--- src/rtl/ps2_rx_fifo_pkg.sv ---
`default_nettype none
//==============================================================================
// Module   : ps2_pkg
// Brief    : Shared PS/2 receiver types: FSM encoding, error codes, frame size.
// Revision : 1.0 - initial release
//==============================================================================
package ps2_pkg;

    typedef enum logic [2:0] {
        IDLE   = 3'd0,
        DATA   = 3'd1,
        PARITY = 3'd2,
        STOP   = 3'd3,
        HOLD   = 3'd4
    } ps2_state_t;

    localparam logic [2:0] ERR_PARITY   = 3'b001;
    localparam logic [2:0] ERR_STOP     = 3'b010;
    localparam logic [2:0] ERR_TIMEOUT  = 3'b100;
    localparam logic [2:0] ERR_OVERFLOW = 3'b011;

    localparam int FRAME_BITS = 11;

    // PS/2 uses odd parity across the eight data bits plus the parity bit.
    function automatic logic odd_parity_ok(input logic [7:0] d, input logic p);
        return ^{d, p};
    endfunction

endpackage
`default_nettype wire

--- src/rtl/ps2_rx_fifo_if.sv ---
`default_nettype none
//==============================================================================
// Module   : ps2_rx_fifo_if
// Brief    : Receive-FIFO read port plus error/inhibit status of the PS/2 receiver.
// Revision : 1.0 - initial release
//==============================================================================
interface ps2_rx_fifo_if #(
    parameter int FIFO_DEPTH = 8
) ();

    logic                          rd_en;
    logic [7:0]                    rd_data;
    logic                          empty;
    logic                          full;
    logic [$clog2(FIFO_DEPTH):0]   count;
    logic                          err_valid;
    logic [2:0]                    err_code;
    logic                          inhibit;

    modport master (
        output rd_en,
        input  rd_data, empty, full, count, err_valid, err_code, inhibit
    );

    modport slave (
        input  rd_en,
        output rd_data, empty, full, count, err_valid, err_code, inhibit
    );

endinterface
`default_nettype wire

--- src/rtl/ps2_line_filter.sv ---
`default_nettype none
//==============================================================================
// Module   : ps2_line_filter
// Brief    : Two-flop synchroniser plus run-length glitch filter for one PS/2 line.
// Revision : 1.0 - initial release
//==============================================================================
module ps2_line_filter #(
    parameter int FILTER_LEN = 8
) (
    input  wire logic clk,
    input  wire logic rst,
    input  wire logic i_pin,
    output logic      o_level,
    output logic      o_fall
);

    localparam int              c_cw   = $clog2(FILTER_LEN + 1);
    localparam logic [c_cw-1:0] c_last = c_cw'(FILTER_LEN - 1);

    logic            r_s1;
    logic            r_s2;
    logic            r_level;
    logic            r_fall;
    logic [c_cw-1:0] r_cnt;

    // r_cnt tracks how many consecutive samples have disagreed with the
    // filtered level; any agreeing sample restarts the run.
    always_ff @(posedge clk or posedge rst) begin
        if (rst) begin
            r_s1    <= 1'b1;
            r_s2    <= 1'b1;
            r_level <= 1'b1;
            r_fall  <= 1'b0;
            r_cnt   <= '0;
        end else begin
            r_s1   <= i_pin;
            r_s2   <= r_s1;
            r_fall <= 1'b0;
            if (r_s2 == r_level) begin
                r_cnt <= '0;
            end else if (r_cnt == c_last) begin
                r_level <= r_s2;
                r_fall  <= r_level;
                r_cnt   <= '0;
            end else begin
                r_cnt <= r_cnt + c_cw'(1);
            end
        end
    end

    assign o_level = r_level;
    assign o_fall  = r_fall;

endmodule
`default_nettype wire

--- src/rtl/ps2_rx_fifo.sv ---
`default_nettype none
//==============================================================================
// Module   : ps2_rx_fifo
// Brief    : PS/2 device-to-host frame receiver feeding a show-ahead byte FIFO.
// Revision : 1.0 - initial release
//==============================================================================
module ps2_rx_fifo
    import ps2_pkg::*;
#(
    parameter int FILTER_LEN     = 8,
    parameter int FIFO_DEPTH     = 8,
    parameter int TIMEOUT_CYCLES = 50000,
    parameter int INHIBIT_CYCLES = 5000
) (
    input  wire logic      clk,
    input  wire logic      rst,
    input  wire logic      ps2_clk_in,
    input  wire logic      ps2_data_in,
    ps2_rx_fifo_if.slave   bus
);

    localparam int c_aw = $clog2(FIFO_DEPTH);
    localparam int c_pw = c_aw + 1;
    localparam int c_tw = $clog2(TIMEOUT_CYCLES + 1);
    localparam int c_hw = $clog2(INHIBIT_CYCLES + 1);

    localparam logic [c_tw-1:0] c_tmo_last  = c_tw'(TIMEOUT_CYCLES - 1);
    localparam logic [c_hw-1:0] c_hold_last = c_hw'(INHIBIT_CYCLES - 1);
    localparam logic [c_pw-1:0] c_depth     = c_pw'(FIFO_DEPTH);

    logic w_clk_lvl;
    logic w_clk_fall;
    logic w_data_lvl;
    logic w_data_fall;
    logic w_unused;

    ps2_line_filter #(.FILTER_LEN(FILTER_LEN)) u_clk_filt (
        .clk     (clk),
        .rst     (rst),
        .i_pin   (ps2_clk_in),
        .o_level (w_clk_lvl),
        .o_fall  (w_clk_fall)
    );

    ps2_line_filter #(.FILTER_LEN(FILTER_LEN)) u_data_filt (
        .clk     (clk),
        .rst     (rst),
        .i_pin   (ps2_data_in),
        .o_level (w_data_lvl),
        .o_fall  (w_data_fall)
    );

    assign w_unused = w_clk_lvl ^ w_data_fall;

    ps2_state_t      r_state;
    logic [2:0]      r_idx;
    logic [7:0]      r_shift;
    logic            r_par;
    logic [c_tw-1:0] r_tmo;
    logic [c_hw-1:0] r_hold;
    logic            r_err_valid;
    logic [2:0]      r_err_code;
    logic            r_inhibit;

    logic [7:0]      r_mem [FIFO_DEPTH];
    logic [c_pw-1:0] r_wr;
    logic [c_pw-1:0] r_rd;

    logic            w_in_frame;
    logic            w_timeout;
    logic            w_frame_ok;
    logic [c_pw-1:0] w_count;
    logic            w_empty;
    logic            w_full;
    logic            w_pop;
    logic            w_push;
    logic            w_overflow;

    assign w_in_frame = (r_state == DATA) || (r_state == PARITY) || (r_state == STOP);
    // A fall arriving on the expiry cycle still counts as in time.
    assign w_timeout  = w_in_frame && !w_clk_fall && (r_tmo == c_tmo_last);
    assign w_frame_ok = (r_state == STOP) && w_clk_fall && w_data_lvl
                        && odd_parity_ok(r_shift, r_par);

    assign w_count    = r_wr - r_rd;
    assign w_empty    = (w_count == '0);
    assign w_full     = (w_count == c_depth);
    assign w_pop      = bus.rd_en && !w_empty;
    assign w_push     = w_frame_ok && (!w_full || w_pop);
    assign w_overflow = w_frame_ok && w_full && !w_pop;

    always_ff @(posedge clk or posedge rst) begin
        if (rst) begin
            r_state     <= IDLE;
            r_idx       <= 3'd0;
            r_shift     <= 8'h00;
            r_par       <= 1'b0;
            r_tmo       <= '0;
            r_hold      <= '0;
            r_err_valid <= 1'b0;
            r_err_code  <= 3'b000;
            r_inhibit   <= 1'b0;
        end else begin
            r_err_valid <= 1'b0;

            if (w_clk_fall || !w_in_frame) begin
                r_tmo <= '0;
            end else begin
                r_tmo <= r_tmo + c_tw'(1);
            end

            if (w_overflow) begin
                r_err_valid <= 1'b1;
                r_err_code  <= ERR_OVERFLOW;
            end

            if (w_timeout) begin
                r_state     <= HOLD;
                r_hold      <= '0;
                r_inhibit   <= 1'b1;
                r_err_valid <= 1'b1;
                r_err_code  <= ERR_TIMEOUT;
            end else begin
                case (r_state)
                    IDLE: begin
                        if (w_clk_fall && !w_data_lvl) begin
                            r_state <= DATA;
                            r_idx   <= 3'd0;
                        end
                    end
                    DATA: begin
                        if (w_clk_fall) begin
                            r_shift[r_idx] <= w_data_lvl;
                            r_idx          <= r_idx + 3'd1;
                            if (r_idx == 3'd7) begin
                                r_state <= PARITY;
                            end
                        end
                    end
                    PARITY: begin
                        if (w_clk_fall) begin
                            r_par   <= w_data_lvl;
                            r_state <= STOP;
                        end
                    end
                    STOP: begin
                        if (w_clk_fall) begin
                            if (!w_data_lvl || !odd_parity_ok(r_shift, r_par)) begin
                                r_state     <= HOLD;
                                r_hold      <= '0;
                                r_inhibit   <= 1'b1;
                                r_err_valid <= 1'b1;
                                r_err_code  <= !w_data_lvl ? ERR_STOP : ERR_PARITY;
                            end else begin
                                r_state <= IDLE;
                            end
                        end
                    end
                    HOLD: begin
                        if (r_hold == c_hold_last) begin
                            r_state   <= IDLE;
                            r_inhibit <= 1'b0;
                        end else begin
                            r_hold <= r_hold + c_hw'(1);
                        end
                    end
                    default: r_state <= IDLE;
                endcase
            end
        end
    end

    // The extra pointer MSB separates full from empty when the indices match.
    always_ff @(posedge clk or posedge rst) begin
        if (rst) begin
            r_wr <= '0;
            r_rd <= '0;
        end else begin
            if (w_push) begin
                r_wr <= r_wr + c_pw'(1);
            end
            if (w_pop) begin
                r_rd <= r_rd + c_pw'(1);
            end
        end
    end

    always_ff @(posedge clk) begin
        if (w_push) begin
            r_mem[r_wr[c_aw-1:0]] <= r_shift;
        end
    end

    assign bus.rd_data   = w_empty ? 8'h00 : r_mem[r_rd[c_aw-1:0]];
    assign bus.empty     = w_empty;
    assign bus.full      = w_full;
    assign bus.count     = w_count;
    assign bus.err_valid = r_err_valid;
    assign bus.err_code  = r_err_code;
    assign bus.inhibit   = r_inhibit;

endmodule
`default_nettype wire

--- src/flat_wrapper.sv ---
// flat-port wrapper written by rule: the top's interface ports become plain ports
module ps2_rx_fifo_flat import ps2_pkg::*;
#(
    parameter int FILTER_LEN     = 8,
    parameter int FIFO_DEPTH     = 8,
    parameter int TIMEOUT_CYCLES = 50000,
    parameter int INHIBIT_CYCLES = 5000
)
  (clk, rst, ps2_clk_in, ps2_data_in, bus_rd_en, bus_rd_data, bus_empty, bus_full, bus_count, bus_err_valid, bus_err_code, bus_inhibit);
  ps2_rx_fifo_if #(.FIFO_DEPTH(FIFO_DEPTH)) bus_i ();
  input  wire logic clk;
  input  wire logic rst;
  input  wire logic ps2_clk_in;
  input  wire logic ps2_data_in;
  input wire logic [$bits(bus_i.rd_en)-1:0] bus_rd_en;
  output wire logic [$bits(bus_i.rd_data)-1:0] bus_rd_data;
  output wire logic [$bits(bus_i.empty)-1:0] bus_empty;
  output wire logic [$bits(bus_i.full)-1:0] bus_full;
  output wire logic [$bits(bus_i.count)-1:0] bus_count;
  output wire logic [$bits(bus_i.err_valid)-1:0] bus_err_valid;
  output wire logic [$bits(bus_i.err_code)-1:0] bus_err_code;
  output wire logic [$bits(bus_i.inhibit)-1:0] bus_inhibit;
  assign bus_i.rd_en = bus_rd_en;
  assign bus_rd_data = bus_i.rd_data;
  assign bus_empty = bus_i.empty;
  assign bus_full = bus_i.full;
  assign bus_count = bus_i.count;
  assign bus_err_valid = bus_i.err_valid;
  assign bus_err_code = bus_i.err_code;
  assign bus_inhibit = bus_i.inhibit;
  ps2_rx_fifo #(.FILTER_LEN(FILTER_LEN), .FIFO_DEPTH(FIFO_DEPTH), .TIMEOUT_CYCLES(TIMEOUT_CYCLES), .INHIBIT_CYCLES(INHIBIT_CYCLES)) u_core (.clk(clk), .rst(rst), .ps2_clk_in(ps2_clk_in), .ps2_data_in(ps2_data_in), .bus(bus_i));
endmodule
--- config.mk ---
export PLATFORM = sky130hd
export DESIGN_NAME = ps2_rx_fifo_flat
export DESIGN_NICKNAME = d
export VERILOG_FILES = /design/src/rtl/ps2_rx_fifo_pkg.sv /design/src/rtl/ps2_rx_fifo_if.sv /design/src/rtl/ps2_line_filter.sv /design/src/rtl/ps2_rx_fifo.sv /design/src/flat_wrapper.sv
export SDC_FILE = /design/constraint.sdc
export NUM_CORES = 1
export LEC_CHECK = 0
export CAP_MARGIN = 10
export CORE_MARGIN = 3
export CORE_UTILIZATION = 51
export CTS_BUF_LIST = sky130_fd_sc_hd__clkbuf_4
export DETAILED_ROUTE_END_ITERATION = 12
export PLACE_DENSITY = 0.8
export SKIP_CTS_REPAIR_TIMING = 1
export SLEW_MARGIN = 20
export SYNTH_ARGS = -nofsm -noshare
export SYNTH_HDL_FRONTEND = slang
export SYNTH_SLANG_ARGS = --single-unit
--- constraint.sdc ---
create_clock -name clk -period 4.9 [get_ports clk]
set_clock_uncertainty 0.2 [all_clocks]
set_input_delay 0.98 -clock clk [delete_from_list [all_inputs] [get_ports clk]]
set_output_delay 0.98 -clock clk [all_outputs]
set_load 0.01 [all_outputs]
# Word level (Yosys, flattened, before mapping)
# Memories as Yosys holds them, arrays and structs flattened.
# Index checks and enable logic that the tools add are counted.
# Widths: inputs -> output; s select.
[word_totals]
regBits = 72
ramBits = 64
n_memories = 1
[op_classes]
add_sub_neg = 8
n_lt_le_gt_ge = 2
n_eq_ne = 22
mux = 46
bitwise = 3
n_reduce_logical = 36
[memory_table]
columns = ["name", "words", "width", "read_ports", "rd_clocked_by_memory_dff", "write_ports", "line", "text"]
rows = [
  ["u_core.r_mem", 8, 8, 1, 0, 1, "ps2_rx_fifo.sv:65", "logic [7:0] r_mem [FIFO_DEPTH];"],
]
[op_table]
columns = ["cell", "count"]
rows = [
  ["$mux 13", 4],
  ["$mux 3", 15],
  ["$pmux 13 s2", 1],
  ["$ne 3x2->1 const B", 6],
  ["$add 16x1->16 const B", 1],
  ["$add 4x1->4 const B", 4],
  ["$eq 16x16->1 const B", 1],
  ["$mux 16", 1],
  ["$mux 4", 4],
  ["$pmux 3 s5", 1],
  ["$mux 1", 14],
  ["$add 13x1->13 const B", 1],
  ["$eq 13x13->1 const B", 1],
  ["$reduce_and 4->1", 3],
  ["$logic_and 1x1->1", 11],
  ["$reduce_xor 9->1", 1],
  ["$bwmux 8", 1],
  ["$eq 4x3->1 const B", 2],
  ["$mux 8", 1],
  ["$logic_not 1->1", 7],
  ["$eq 3x2->1 const B", 2],
  ["$eq 3x3->1 const B", 2],
  ["$ne 3x1->1 const B", 2],
  ["$pmux 3 s2", 1],
  ["21 further kinds", 30],
]

# Longest topological paths before layout
[depth]
depth_word = 11
ltp_mapped = 11

# Cells and area by module
# From an unflattened synthesis, not the netlist that was laid out.
[unflattened]
hier_cells = 476
area_unflattened_um2 = 6107.1
[modules_own_cells]
columns = ["module", "instances", "cells_each", "area_each_um2", "seq_area_each_um2"]
rows = [
  ["ps2_rx_fifo", 1, 432, 5476.5, 3348.2],
  ["ps2_line_filter", 2, 22, 315.3, 203.9],
]

# Worst setup path before layout
# OpenSTA, ideal clock, no wires.
[synth_timing]
path_type = "register to output"
startpoint = "register u_core.r_rd[1]"
endpoint = "output port bus_rd_data[0]"
arrival_time_ns = 2.611
slack_ns = 1.109
path_stages_with_launch = 10
path_cell_list = "dfrtp_1 clkbuf_1 buf_1 inv_1 fa_1 xor2_1 or3_1 o21ba_2 buf_2 a21oi_1"
[synth_between]
elab_chain_len = 3
[synth_rtl]
columns = ["element", "line", "text"]
rows = [
  ["start, declared", "ps2_rx_fifo.sv:67", "logic [c_pw-1:0] r_rd;"],
  ["start signal, assigned", "ps2_rx_fifo.sv:183", "r_rd <= r_rd + c_pw'(1);"],
  ["$sub 4x4->4", "ps2_rx_fifo.sv:85", "assign w_count = r_wr - r_rd;"],
  ["net bus_count[2]", "flat_wrapper.sv:19", "output wire logic [$bits(bus_i.count)-1:0] bus_count;"],
  ["$logic_not 4->1", "ps2_rx_fifo.sv:86", "assign w_empty = (w_count == '0);"],
  ["net bus_empty", "flat_wrapper.sv:17", "output wire logic [$bits(bus_i.empty)-1:0] bus_empty;"],
  ["$mux 8", "ps2_rx_fifo.sv:194", "assign bus.rd_data = w_empty ? 8'h00 : r_mem[r_rd[c_aw-1:0]];"],
  ["end, declared", "flat_wrapper.sv:16", "output wire logic [$bits(bus_i.rd_data)-1:0] bus_rd_data;"],
]
# The timed path passes the listed nets, and every way through them passes these cells.

# Final worst setup path
[layout_timing]
startpoint = "register u_core.r_rd[2]"
endpoint = "output port bus_empty"
[layout_between]
elab_chain_len = 2
[layout_rtl]
columns = ["element", "line"]
rows = [
  ["$sub 4x4->4", "ps2_rx_fifo.sv:85"],
  ["$logic_not 4->1", "ps2_rx_fifo.sv:86"],
  ["end, declared", "flat_wrapper.sv:17"],
]
# No other way between the ends.

==> impl_metrics.py <==
metrics = {
    "outcome": {
        "status": "completed",
    },
    "clock_tree": {
        "cts-htree-levels": 4,
        "cts.path.max_buffers": 2,
        "clk_latency_ns": 0.51,
        "cts.sinks": 136,
        "cts_tree": "built",
        "clkTransAtPathRegs_ns": 0.11,
        "numCtsBuffers": 17,
        "cts_root_buf": "clkbuf_4",
    },
    "timing": {
        "setup-tns-final_ns": 0,
        "rsz0062_at_grt": "false",
        "min_period_ns": 4.50,
        "max-slew-margin-rel_pct": 47.5,
        "period_share_pct": 91.8,
        "final_max_slew_viol_count": 0,
        "whs_ns": 0.162,
        "hold_viol_final": 0,
        "tightestPinTransition_ns": 0.785,
        "maxClockFrequency_mhz": 222,
        "setup_violations": 0,
    },
    "power": {
        "p_seq_share_pct": 52.5,
        "switching_share_pct": 28.0,
        "power_density_nw_per_um2": 363,
        "combPwrFrac_pct": 20.6,
        "power.share.clock_pct": 26.9,
        "p_leak_uw": 0.00264,
        "internal_power_uw": 1770,
        "ir_worst_vdd_v": 0.000267,
        "p_sw_uw": 690,
    },
    "synthesis": {
        "ys_async_sr_fraction_pct": 52.9,
        "yosysMostFrequentCell": "dfrtp_1",
        "synth.distinct_cells": 65,
        "synth_top_area_cell": "edfxtp_1",
        "syn_nets": 494,
        "yosysWarnings": 0,
        "syn_area_per_cell_um2": 13.0,
        "yosysSeqAreaShare_pct": 60.3,
        "netlist_top_cells_area": "edfxtp_1 (31%), dfrtp_1 (27%), mux4_2 (5.8%)",
        "synth_edf_count": 64,
        "ys_ff_latch": 136,
        "synthTopCellsByCount": "dfrtp_1 (66), edfxtp_1 (64), nand2_1 (48), nor2_1 (36), xor2_1 (22)",
        "synth_top_area_share_pct": 31.1,
        "synth_top_flop_cell": "dfrtp_1",
        "synthCells": 477,
        "synth_area_um2": 6190,
    },
    "worst_hold_path": {
        "hp-class": "reg2reg",
        "hp-start": "u_core.u_data_filt.r_s1",
        "hold_depth": 0,
    },
    "place": {
        "gp_congestion": 0.826,
        "io_buffer_count": 23,
        "dp_cells": 631,
        "dpl_cell_area_um2": 6540,
        "dpl.hpwl_mm": 7.46,
    },
    "worst_setup_path": {
        "critPathLaunchType": "register",
        "critPathLaunch": "u_core.r_rd[2]",
        "worstRegToRegCells": 7,
        "end_kind": "output port",
        "timing.rr.start": "u_core.r_rd[2]",
        "crit_required_ns": 3.72,
        "cp.arrival_ns": 3.32,
        "path_class": "reg2out",
        "critPathMaxFanout": 11,
    },
    "routing": {
        "drtPass1Iterations": 4,
        "drt-initial-drc-count": 325,
        "avgViaCountPerCell": 5.63,
        "vias": 3730,
        "avgRoutedWirePerCell_um": 16.1,
        "routed_wl_mm": 10.7,
        "ant_nets": 0,
        "drc": 0,
    },
    "floorplanning": {
        "coreArea_um2": 11600,
        "core.rowCount": 39,
        "io_pins": 24,
        "die-area_um2": 13500,
        "die_w_um": 116,
        "die_h_um": 116,
        "start_util_pct": 53.3,
    },
    "cells_and_area": {
        "syn2layout_area_growth_pct": 9.70,
        "nNetsFinal": 524,
        "instances_no_fill": 663,
        "drive_above_1_share_pct": 17.9,
        "design_area_um2": 6790,
        "antennaDiodeCount": 0,
        "regArea_um2": 3730,
        "multi_input_area_um2": 2300,
        "fillerInstances": 932,
    },
    "global_route": {
        "grt_antenna_before_repair": 0,
        "grt_max_degree": 47,
        "grt_pass1_wl_mm": 18.6,
        "grt_overflow": 0,
        "grt_pass1_vias": 3833,
        "grt_use_total_pct": 17.9,
    },
    "flow_run": {
        "drv_cap": 0,
    },
}
[routing by layer]
| layer | share of wire, % | global-route usage [%] |
|---|---|---|
| met1 | 44 | 23.1 |
| met2 | 50 | 29.7 |
| met3 | 4.7 | 5.60 |
| met4 | 0.85 | 4.56 |
| met5 | 0 | 0 |
[critical path, cell delays in order (launching register included)]
cell and delay, ns:
dfrtp_1 0.57, clkinv_1 0.31, ha_1 0.40, o21ai_0 0.11, a21oi_1 0.46, o21ba_2 0.37, clkdlybuf4s50_1 0.58
[final timing paths]
path	slack, ns	to
min in group asynchronous	0.63	u_core.u_clk_filt.r_cnt[0]
max in group asynchronous	2.89	u_core.r_rd[0]
worst min register to register	0.16	u_core.u_data_filt.r_s2
worst max-delay path	0.40	bus_empty
worst min-delay path	0.16	u_core.u_data_filt.r_s2
worst max register to register	1.30	u_core.r_mem[0][3]
[cell usage in the layout (no fill, tap or decap), drive strengths merged, types with 2 or more instances in the layout]
cell type,synthesis,layout
nand3b,4,4
nor3,17,17
mux4,16,16
edfxtp,64,64
xnor2,15,15
nor4b,2,2
a22o,2,2
a21oi,17,17
o21ai,18,18
a21o,3,3
or2,2,2
inv,14,14
nand4,8,8
xnor3,2,2
nand3,18,18
nand4b,3,3
nand2,48,48
dfrtp,66,66
clkdlybuf4s50,0,23
and3,6,6
clkbuf,5,26
xor2,23,23
or3,6,6
nor3b,8,8
nand2b,2,2
o31ai,2,2
clkinv,1,6
buf,13,6
nor2,48,48
dfstp,6,6
nor4,2,2
mux2,6,6
ha,11,11
nor2b,5,5
[cell families after synthesis]
logic type / synth area share [%]
mux: 7.14
flops: 60.3
xor+xnor: 6.25
simple gates: 16.3
fa+ha+maj: 2.55
buf+inv: 2.55
compound gates: 4.93
[through the flow]
step	utilization, %	total power (uW)	worst slack, ns
after floorplan	-	1650	1.11
after global placement	56.3	1810	1.05
after detailed placement	56.3	1830	0.956
after CTS	58.5	2490	0.362
after global routing	58.5	2600	0.111
final	58.5	2460	0.403
[registers in the layout (all words and copies together), names as in the netlist]
signal,count
u_core.bus.err_code,3
u_core.bus.err_valid,1
u_core.bus.inhibit,1
u_core.r_hold,13
u_core.r_idx,3
u_core.r_mem,64
u_core.r_par,1
u_core.r_rd,4
u_core.r_shift,8
u_core.r_state,3
u_core.r_tmo,16
u_core.r_wr,4
u_core.u_clk_filt.o_fall,1
u_core.u_clk_filt.o_level,1
u_core.u_clk_filt.r_cnt,4
u_core.u_clk_filt.r_s1,1
u_core.u_clk_filt.r_s2,1
u_core.u_data_filt.o_level,1
u_core.u_data_filt.r_cnt,4
u_core.u_data_filt.r_s1,1
u_core.u_data_filt.r_s2,1
[power groups by stage]
stage / clock network (uW) / registers (uW) / logic [uW]
6_report: 662 / 1290 / 507
5_1_grt: 732 / 1300 / 569
4_1_cts: 676 / 1290 / 517
3_5_place_dp: 0 / 1320 / 514
3_3_place_gp: 0 / 1310 / 498
2_1_floorplan: 0 / 1290 / 361
[layout make-up]
cell class | count | share of cell area, %
Tap cell | 143 | 2.64
Sequential cell | 136 | 55.0
Inverter | 15 | 0.829
Clock inverter | 6 | 0.774
Timing Repair Buffer | 29 | 4.05
Multi-Input combinational cell | 308 | 33.9
Clock buffer | 26 | 2.88
Note: power is estimated with default switching activity, not from simulation.
